File: src/rtl/ram_ctrl_initiator.sv
// Host-side valid/ready front end that sequences address/readWrite/enable/data strobes for a small flop RAM.
// Build with RAM_CTRL_INIT_EN defined to zero-fill every RAM word after each reset before accepting requests.
module ram_ctrl_initiator #(
  parameter int ADDR_W = 2,
  parameter int DATA_W = 4,
  parameter int RD_LAT = 1
) (
  input  logic              clk,
  input  logic              clear,
  input  logic              req_valid,
  output logic              req_ready,
  input  logic              req_rw,
  input  logic [ADDR_W-1:0] req_addr,
  input  logic [DATA_W-1:0] req_wdata,
  output logic              rsp_valid,
  input  logic              rsp_ready,
  output logic [DATA_W-1:0] rsp_rdata,
  output logic [ADDR_W-1:0] mem_addr,
  output logic              mem_rw,
  output logic              mem_en,
  output logic [DATA_W-1:0] mem_wdata,
  input  logic [DATA_W-1:0] mem_rdata,
  output logic              busy
);

  localparam logic [1:0] LAT_C = 2'(RD_LAT);

`ifdef RAM_CTRL_INIT_EN
  localparam logic [ADDR_W-1:0] LAST_ADDR = '1;
  typedef enum logic [2:0] {S_IDLE, S_WRITE, S_RD_WAIT, S_RESP, S_INIT} state_t;
`else
  typedef enum logic [1:0] {S_IDLE, S_WRITE, S_RD_WAIT, S_RESP} state_t;
`endif

  state_t            state_q, state_d;
  logic [1:0]        cnt_q, cnt_d;
  logic [ADDR_W-1:0] mem_addr_q, mem_addr_d;
  logic              mem_rw_q, mem_rw_d;
  logic              mem_en_q, mem_en_d;
  logic [DATA_W-1:0] mem_wdata_q, mem_wdata_d;
  logic              rsp_valid_q, rsp_valid_d;
  logic [DATA_W-1:0] rsp_rdata_q, rsp_rdata_d;

  always_ff @(posedge clk) begin
    if (clear) begin
`ifdef RAM_CTRL_INIT_EN
      state_q  <= S_INIT;
      mem_en_q <= 1'b1;
      mem_rw_q <= 1'b1;
`else
      state_q  <= S_IDLE;
      mem_en_q <= 1'b0;
      mem_rw_q <= 1'b0;
`endif
      cnt_q       <= 2'd0;
      mem_addr_q  <= '0;
      mem_wdata_q <= '0;
      rsp_valid_q <= 1'b0;
      rsp_rdata_q <= '0;
    end else begin
      state_q     <= state_d;
      cnt_q       <= cnt_d;
      mem_addr_q  <= mem_addr_d;
      mem_rw_q    <= mem_rw_d;
      mem_en_q    <= mem_en_d;
      mem_wdata_q <= mem_wdata_d;
      rsp_valid_q <= rsp_valid_d;
      rsp_rdata_q <= rsp_rdata_d;
    end
  end

  always_comb begin
    state_d     = state_q;
    cnt_d       = cnt_q;
    mem_addr_d  = mem_addr_q;
    mem_rw_d    = mem_rw_q;
    mem_en_d    = mem_en_q;
    mem_wdata_d = mem_wdata_q;
    rsp_valid_d = rsp_valid_q;
    rsp_rdata_d = rsp_rdata_q;
    case (state_q)
      S_IDLE: begin
        if (req_valid) begin
          mem_addr_d  = req_addr;
          mem_rw_d    = req_rw;
          mem_wdata_d = req_wdata;
          mem_en_d    = 1'b1;
          if (req_rw) begin
            state_d = S_WRITE;
          end else begin
            state_d = S_RD_WAIT;
            cnt_d   = LAT_C;
          end
        end
      end
      S_WRITE: begin
        mem_en_d = 1'b0;
        state_d  = S_IDLE;
      end
      S_RD_WAIT: begin
        // Strobe is held for RD_LAT cycles; the word is valid one cycle after it drops.
        if (cnt_q != 2'd0) begin
          cnt_d = cnt_q - 2'd1;
          if (cnt_q == 2'd1) mem_en_d = 1'b0;
        end else begin
          rsp_rdata_d = mem_rdata;
          rsp_valid_d = 1'b1;
          state_d     = S_RESP;
        end
      end
      S_RESP: begin
        if (rsp_ready) begin
          rsp_valid_d = 1'b0;
          state_d     = S_IDLE;
        end
      end
`ifdef RAM_CTRL_INIT_EN
      S_INIT: begin
        if (mem_addr_q == LAST_ADDR) begin
          mem_en_d = 1'b0;
          mem_rw_d = 1'b0;
          state_d  = S_IDLE;
        end else begin
          mem_addr_d = mem_addr_q + ADDR_W'(1);
        end
      end
`endif
      default: state_d = S_IDLE;
    endcase
  end

  assign req_ready = (state_q == S_IDLE);
  assign busy      = (state_q != S_IDLE);
  assign rsp_valid = rsp_valid_q;
  assign rsp_rdata = rsp_rdata_q;
  assign mem_addr  = mem_addr_q;
  assign mem_rw    = mem_rw_q;
  assign mem_en    = mem_en_q;
  assign mem_wdata = mem_wdata_q;

endmodule

File: config.mk
export PLATFORM = sky130hd
export DESIGN_NAME = ram_ctrl_initiator
export DESIGN_NICKNAME = d
export VERILOG_FILES = /design/src/rtl/ram_ctrl_initiator.sv
export SDC_FILE = /design/constraint.sdc
export NUM_CORES = 1
export LEC_CHECK = 0
export CORE_MARGIN = 4
export CORE_UTILIZATION = 44
export DETAILED_ROUTE_END_ITERATION = 8
export PLACE_DENSITY_LB_ADDON = 0.08
export SYNTH_ARGS = -nofsm -noshare
export SYNTH_HDL_FRONTEND = slang
export SYNTH_SLANG_ARGS = --single-unit
File: constraint.sdc
create_clock -name clk -period 2.1 [get_ports clk]
set_input_delay 0.42 -clock clk [delete_from_list [all_inputs] [get_ports clk]]
set_output_delay 0.42 -clock clk [all_outputs]
set_load 0.05 [all_outputs]
# Yosys cells after proc, flatten, opt, wreduce, memory -nomap -nowiden
# Index checks and enable logic that the tools add are counted.
[word_totals] output_inout_bits=15 wordCells=48 ff_bits=17 in_bits=15
[op_classes] n_addsub=1 n_bitwise=1 eq_ne=10 muxes=16 reduce_logical=12
[ops] operator="two-way mux 2 bit" count=7
[ops] operator="inequality test 2 bit, second input constant" count=6
[ops] operator="one-hot mux 2 bit (4 select lines)" count=1
[ops] operator="AND reduction 4 bit" count=2
[ops] operator="nonzero test 2 bit" count=4
[ops] operator="AND reduction 3 bit" count=2
[ops] operator="two-way mux 1 bit" count=5
[ops] operator="equality test 2 x 1 -> 1 bit, second input constant" count=2
[ops] operator="equality test 2 bit, second input constant" count=2
[ops] operator="one-hot mux 2 bit (2 select lines)" count=1
[ops] operator="AND reduction 2 bit" count=2
[ops] operator="one-hot mux 1 bit (3 select lines)" count=1
[ops] operator="nonzero test 3 bit" count=1
[ops] operator="zero test 2 bit" count=1
[ops] operator="one-hot mux 1 bit (2 select lines)" count=1
[ops] operator="subtractor 2 x 1 -> 2 bit, second input constant" count=1
[ops] operator="NOT 1 bit" count=1

# Depth between registers and ports, before layout
# Gate-level depths: netlist (run 1).
[depth] ltp_word=4 depth_mapped=6 ltp_nobuf=5

# Worst setup path before layout (run 1)
# Ideal clock, no wire load.
[synth_timing] path_kind="flip-flop to flip-flop" from="register state_q[0]" to="register cnt_q[0]" stages_incl_launch_ff=6 period_less_slack_ps=1760 path_buffers=0 setup_time_ps=115 t_arrival_ps=1646 path_slack_ps=340 required_time_ps=1985 path_cell_list="dfxtp_1 > inv_1 > ha_1 > mux2_4 > and3_1 > o21a_1"
[synth_between] elab_chain_len=3 word_cells_on_any_way=8 cone_classes="eq/ne: 4; mux: 1; reduce/logical: 3"
[synth_rtl] element="from (decl)" line_no="35" rtl="state_t state_q, state_d;"
[synth_rtl] element="from (signal assigned)" line_no="61" rtl="state_q <= state_d;"
[synth_rtl] element="zero test 2 bit (*)"
[synth_rtl] element="named net req_ready" line_no="11" rtl="output logic req_ready,"
[synth_rtl] element="inequality test 2 bit (no source line) or nonzero test 2 bit (tied branches)"
[synth_rtl] element="AND reduction 4 bit (no source line)"
[synth_rtl] element="to (signal assigned)" line_no="62" rtl="cnt_q <= cnt_d;"
[synth_rtl] element="to (decl)" line_no="36" rtl="logic [1:0] cnt_q, cnt_d;"
# The timed path passes the listed nets; every way through them passes the cells marked *.
# A chain may end at the register's enable or synchronous reset.

# Final worst setup path (run 1)
[layout_timing] from="register rsp_valid_q (netlist: rsp_valid)" to="output port rsp_valid"
[layout_lines] element="from (decl)" line_no="41" rtl="logic rsp_valid_q, rsp_valid_d;"
[layout_lines] element="from (signal assigned)" line_no="67" rtl="rsp_valid_q <= rsp_valid_d;"
[layout_lines] element="to (decl)" line_no="15" rtl="output logic rsp_valid,"
# No word-level cell between the ends.

==> flow_summary.yaml, run 1 <==
clock_network:
  cts_buffers: 3
  worstSkewPairLatency_ps: 280
  root_buffer: "clkbuf_4"
  cts_tree: "done"
  path_clk_slew_ps: 100
  clock_sinks: 17
  ctsLongestPathBuffers: 2
  post_cts_buffers: 0
  cts.repair.resized: 0
  htreeDepth: 1
  ctsHoldBuffers: 0
setup_path:
  slowest_stage: "clkdlybuf4s50_1"
  path_cells: "clkdlybuf4s50_1"
  path_max_fanout: 3
  cp_data_required_time_ps: 1680
  r2r_slack_ps: 400
  end_kind: "primary output"
  start_kind: "register"
  crit_family: "buffers and inverters"
  critical_path.max_stage_delay_ps: 810
  cp_num_buf_inv: 1
  arrival_ps: 1460
  path_class: "reg -> out"
status:
  outcome: "completed"
route:
  drtIter0Drc: 19
  vias: 792
  drt-pass1-iter-count: 4
  route.detailed.drc: 0
  antenna_left: 0
  post_drt_wl_per_cell_um: 12.84
  wl_mm: 2.016
  routed_via_density: 5.045
pwr:
  power_density_nw_per_um2: 894.4
  power_mw: 1.102
  p_leak_nw: 0.4867
  ir_worst_vdd_v: 0.0005613
placed_design:
  dpl_cell_area_um2: 1206
  port_buffers: 29
  hpwlAfterDp_mm: 1.554
  gp_congestion: 0.7868
global_route:
  track_usage: 0.1658
  antenna_found_initial: 0
  grt_pass1_wl_mm: 3.463
  grt_pass1_vias: 797
  grt_max_degree: 17
  grt_overflow: 0
synthesis:
  yosysSeqAreaShare: 0.3836
  synth_nets: 124
  ys_seq_elements: 17
  synthDistinctLibCells: 27
  avgSynthCellArea_um2: 8.783
  yosysWarnings: 0
  syn_area_um2: 887.1
  syn_inst: 101
sta:
  tightest_slew_ps: 598.1
  rsz0062_at_grt: "no"
  fmax_mhz: 532.2
  worst_clock_skew_ps: 4.611
  tns_ps: 0
  setup_viol: 0
  period_share: 0.8948
  finalHoldViolations: 0
  finalCriticalPeriod_ps: 1879
  slew_headroom: 0.6000
  slew_viol_final: 0
floorplanning:
  die_h_um: 52.90
  start_util: 0.4873
  coreArea_um2: 1821
  dieArea_um2: 2798
  ios: 30
  die_w_um: 52.90
  rows: 15
cells_and_area:
  n_antenna_cell: 0
  syn2layout_area_growth_pct: 38.93
  mostFrequentLayoutCells: "27 x clkdlybuf4s50_1, 17 x dfxtp_1, 15 x a21oi_1, 14 x nand2_1, 11 x nand3_1"
  nets: 156
  design_area_um2: 1232
  layout-drive-gt1-share: 0.1136
  multi_input_area_um2: 491.7
  seq_area_um2: 340.3
  layout_commonest_cell: "clkdlybuf4s50_1"
  fillers: 158
worst_hold_path:
  hold_class: "reg -> reg"
job:
  maxCapViolCount: 0
## area by class of cell
class	instances	area share
Timing Repair Buffer	32	0.2599
Sequential cell	17	0.2761
Clock buffer	4	0.02132
Multi-Input combinational cell	73	0.3990
Tap cell	25	0.02538
Inverter	6	0.01827
## sequential cells by signal (all words and copies together) (netlist names)
name and cells:
mem_rw 1, mem_wdata 4, cnt_q 2, rsp_valid 1, mem_addr 2, rsp_rdata 4
state_q 2, mem_en 1
## cells by family after synthesis
logic type	share of synthesized area
mux	0.05500
simple gates	0.2186
buf+inv	0.06206
flops	0.3836
compound gates	0.1678
fa+ha+maj	0.1128
## path summary, 6_finish.rpt
path                     start           end  depth (start not counted)
setup / recovery     rsp_valid     rsp_valid                          1
hold / removal    rsp_rdata[0]  rsp_rdata[0]                          2
setup reg to reg      cnt_q[1]    state_q[1]                          5
hold reg to reg   rsp_rdata[0]  rsp_rdata[0]                          2
## cells in the mapped netlist
cell type / instances / area share
buf_6: 1 / 0.013
o31ai_2: 1 / 0.014
nor2_1: 4 / 0.017
o21ai_1: 1 / 0.0056
nor2b_2: 1 / 0.0099
dfxtp_1: 17 / 0.38
nand3_1: 11 / 0.062
buf_1: 1 / 0.0042
nand2_1: 14 / 0.059
a211oi_2: 1 / 0.014
nand4_1: 1 / 0.0071
mux2_2: 1 / 0.013
buf_2: 2 / 0.011
a41oi_1: 1 / 0.0099
inv_1: 6 / 0.025
nand2b_1: 2 / 0.014
buf_4: 1 / 0.0085
a21oi_1: 15 / 0.085
mux2_4: 1 / 0.017
and3_1: 1 / 0.0071
a2111oi_4: 1 / 0.031
mux2_1: 2 / 0.025
nand2_2: 1 / 0.0071
or2_0: 1 / 0.0071
o21a_1: 1 / 0.0085
ha_1: 8 / 0.11
nor2b_1: 4 / 0.028
## power breakdown
group,internal (mW),switching (mW)
Combinational,0.215,0.319
Clock,0.0737,0.102
Sequential,0.366,0.0277
## tightest hold or removal path: stages, from the launching register on
cell and delay (ps):
dfxtp_1 320, nand2_1 50, a21oi_1 50
## stage by stage
step                instances  hold slack [ps]    util  setup WS (ps)
detailed placement        153            448.0  0.6625          286.2
global placement          153            441.3  0.6625          312.5
CTS                       157            461.6  0.6770          201.1
finish                    157            458.8  0.6770          220.9
global route              157            477.7  0.6770          160.2
floorplan                 101            482.3       -          339.8
## per-layer routing
metal | global-route usage | part of all wire | wire length, um | vias up
li1 | - | - | - | 404
met1 | 0.2107 | 0.45 | 899 | 357
met2 | 0.2810 | 0.48 | 975 | 29
met3 | 0.03099 | 0.063 | 128 | 2
met4 | 0.05106 | 0.0060 | 12 | 0
met5 | 0 | 0 | 0 | -
(Power assumes the default switching activity.)
==> run 2, diff against run 1 <==
--- a/config.mk
+++ b/config.mk
@@ -12,3 +12,4 @@
 export SYNTH_ARGS = -nofsm -noshare
 export SYNTH_HDL_FRONTEND = slang
 export SYNTH_SLANG_ARGS = --single-unit
+export TNS_END_PERCENT = 20
==> results of run 2 <==
Same layout as run 1: the final DEF is identical, and so are final timing and power.
==> run 3, diff against run 2 <==
--- a/config.mk
+++ b/config.mk
@@ -8,7 +8,9 @@
 export CORE_MARGIN = 4
 export CORE_UTILIZATION = 44
 export DETAILED_ROUTE_END_ITERATION = 8
+export GPL_TIMING_DRIVEN = 1
 export PLACE_DENSITY_LB_ADDON = 0.08
+export REMOVE_ABC_BUFFERS = 1
 export SYNTH_ARGS = -nofsm -noshare
 export SYNTH_HDL_FRONTEND = slang
 export SYNTH_SLANG_ARGS = --single-unit
==> run 3 against run 2 <==
First-iteration DRC count is 42% lower. Worst setup slack got worse by 2.9 ps. Final cell count did not move. Power rose by 0.21%. Hold slack gained 1.5 ps. Utilization is 0.069 points higher. Register-to-register slack improved by 40 ps. Design area up 0.10%. Clock power is essentially flat. Critical path type unchanged. Largest cell class unchanged. Highest routed layer unchanged.
==> flow_summary.yaml, run 3 (synthesized netlist as in run 1, its figures left out) <==
setup_path:
  path_cells: "clkdlybuf4s50_1"
  critical_path.max_stage_delay_ps: 810
  cp_data_required_time_ps: 1680
  cp_num_buf_inv: 1
  timing.rr.start: "state_q[0]"
  path_class: "reg -> out"
  crit_family: "buffers and inverters"
  slowest_stage: "clkdlybuf4s50_1"
  end_kind: "primary output"
  startpoint: "rsp_valid"
  start_kind: "register"
  path_max_fanout: 3
  arrival_ps: 1460
sta:
  finalHoldViolations: 0
  fin_ws_ps: 218.0
  fmax_mhz: 531.4
  slew_viol_final: 0
  whs_ps: 460.3
  tightest_slew_ps: 504.2
  rsz0062_at_grt: "no"
  tns_ps: 0
  setup_viol: 0
  finalCriticalPeriod_ps: 1882
  worst_clock_skew_ps: 7.351
  slew_headroom: 0.6628
  period_share: 0.8962
placed_design:
  dpl_cell_area_um2: 1206
  gp_congestion: 0.7728
  port_buffers: 29
  hpwlAfterDp_mm: 1.575
  dp_slack_ps: 341.5
clock_network:
  htreeDepth: 1
  root_buffer: "clkbuf_4"
  path_clk_slew_ps: 110
  ctsHoldBuffers: 0
  worstSkewPairLatency_ps: 290
  clock_sinks: 17
  cts_tree: "done"
  cts.repair.resized: 0
  cts_buffers: 3
  post_cts_buffers: 0
  ctsLongestPathBuffers: 2
pwr:
  power_mw: 1.105
  power_density_nw_per_um2: 895.4
  p_leak_nw: 0.4894
  ir_worst_vdd_v: 0.0005512
cells_and_area:
  nets: 156
  n_antenna_cell: 0
  syn2layout_area_growth_pct: 39.07
  mostFrequentLayoutCells: "27 x clkdlybuf4s50_1, 17 x dfxtp_1, 15 x a21oi_1, 14 x nand2_1, 11 x nand3_1"
  layout_commonest_cell: "clkdlybuf4s50_1"
  layout-drive-gt1-share: 0.1212
  fillers: 172
  design_area_um2: 1234
route:
  vias: 793
  routed_via_density: 5.051
  drtIter0Drc: 11
  antenna_left: 0
  wl_mm: 2.029
  route.detailed.drc: 0
  drt-pass1-iter-count: 4
  post_drt_wl_per_cell_um: 12.92
global_route:
  grt_pass1_wl_mm: 3.194
  grt_max_degree: 15
  antenna_found_initial: 0
  grt_overflow: 0
  grt_pass1_vias: 747
  track_usage: 0.1542
job:
  maxCapViolCount: 0
floorplanning:
  rows: 15
  die_h_um: 52.90
  dieArea_um2: 2798
  die_w_um: 52.90
  coreArea_um2: 1821
  start_util: 0.4873
  ios: 30
worst_hold_path:
  hold_class: "reg -> reg"
  hold_start: "rsp_rdata[1]"
status:
  outcome: "completed"
## run 3: cell types whose count changed in the layout (fill, tap and decap cells not counted)
cell and delta:
clkbuf_1 -1, clkinv_2 +1
## run 3: area by class of cell
type | instances | area (um2) | share of cell area
Tap cell | 25 | 31.28 | 0.02536
Sequential cell | 17 | 340.3 | 0.2759
Clock buffer | 3 | 22.52 | 0.01826
Inverter | 6 | 22.52 | 0.01826
Timing Repair Buffer | 32 | 320.3 | 0.2596
Multi-Input combinational cell | 73 | 491.7 | 0.3986
Clock inverter | 1 | 5.005 | 0.004057
## run 3: layer usage
layer | wire (um) | track usage | vias up
met5 | 0 | 0 | -
met4 | 14 | 0.05106 | 0
met3 | 83 | 0.02535 | 2
met2 | 1022 | 0.2831 | 20
met1 | 908 | 0.1784 | 369
li1 | - | - | 402
## run 3: stage by stage
stage          utilization  std cells
2_1_floorplan            -         96
3_3_place_gp        0.6625        153
3_5_place_dp        0.6625        153
4_1_cts             0.6777        157
5_1_grt             0.6777        157
6_report            0.6777        157
## run 3: worst register-to-register path: stages (launching register included)
cell and delay (ps):
dfxtp_1 370, inv_1 110, ha_1 340, a2111oi_4 390, mux2_1 350
## run 3: where the power goes
| group | total, mW | switching (mW) | internal (mW) |
|---|---|---|---|
| registers | 0.395 | 0.0289 | 0.366 |
| clock network | 0.175 | 0.105 | 0.0706 |
| logic | 0.535 | 0.319 | 0.215 |
## run 3: worst paths after layout
kind,endpoint,slack [ps],depth (start not counted)
hold / removal,rsp_rdata[1],460,2
setup / recovery,rsp_valid,220,1
setup reg to reg,mem_en,440,4
hold reg to reg,rsp_rdata[1],460,2
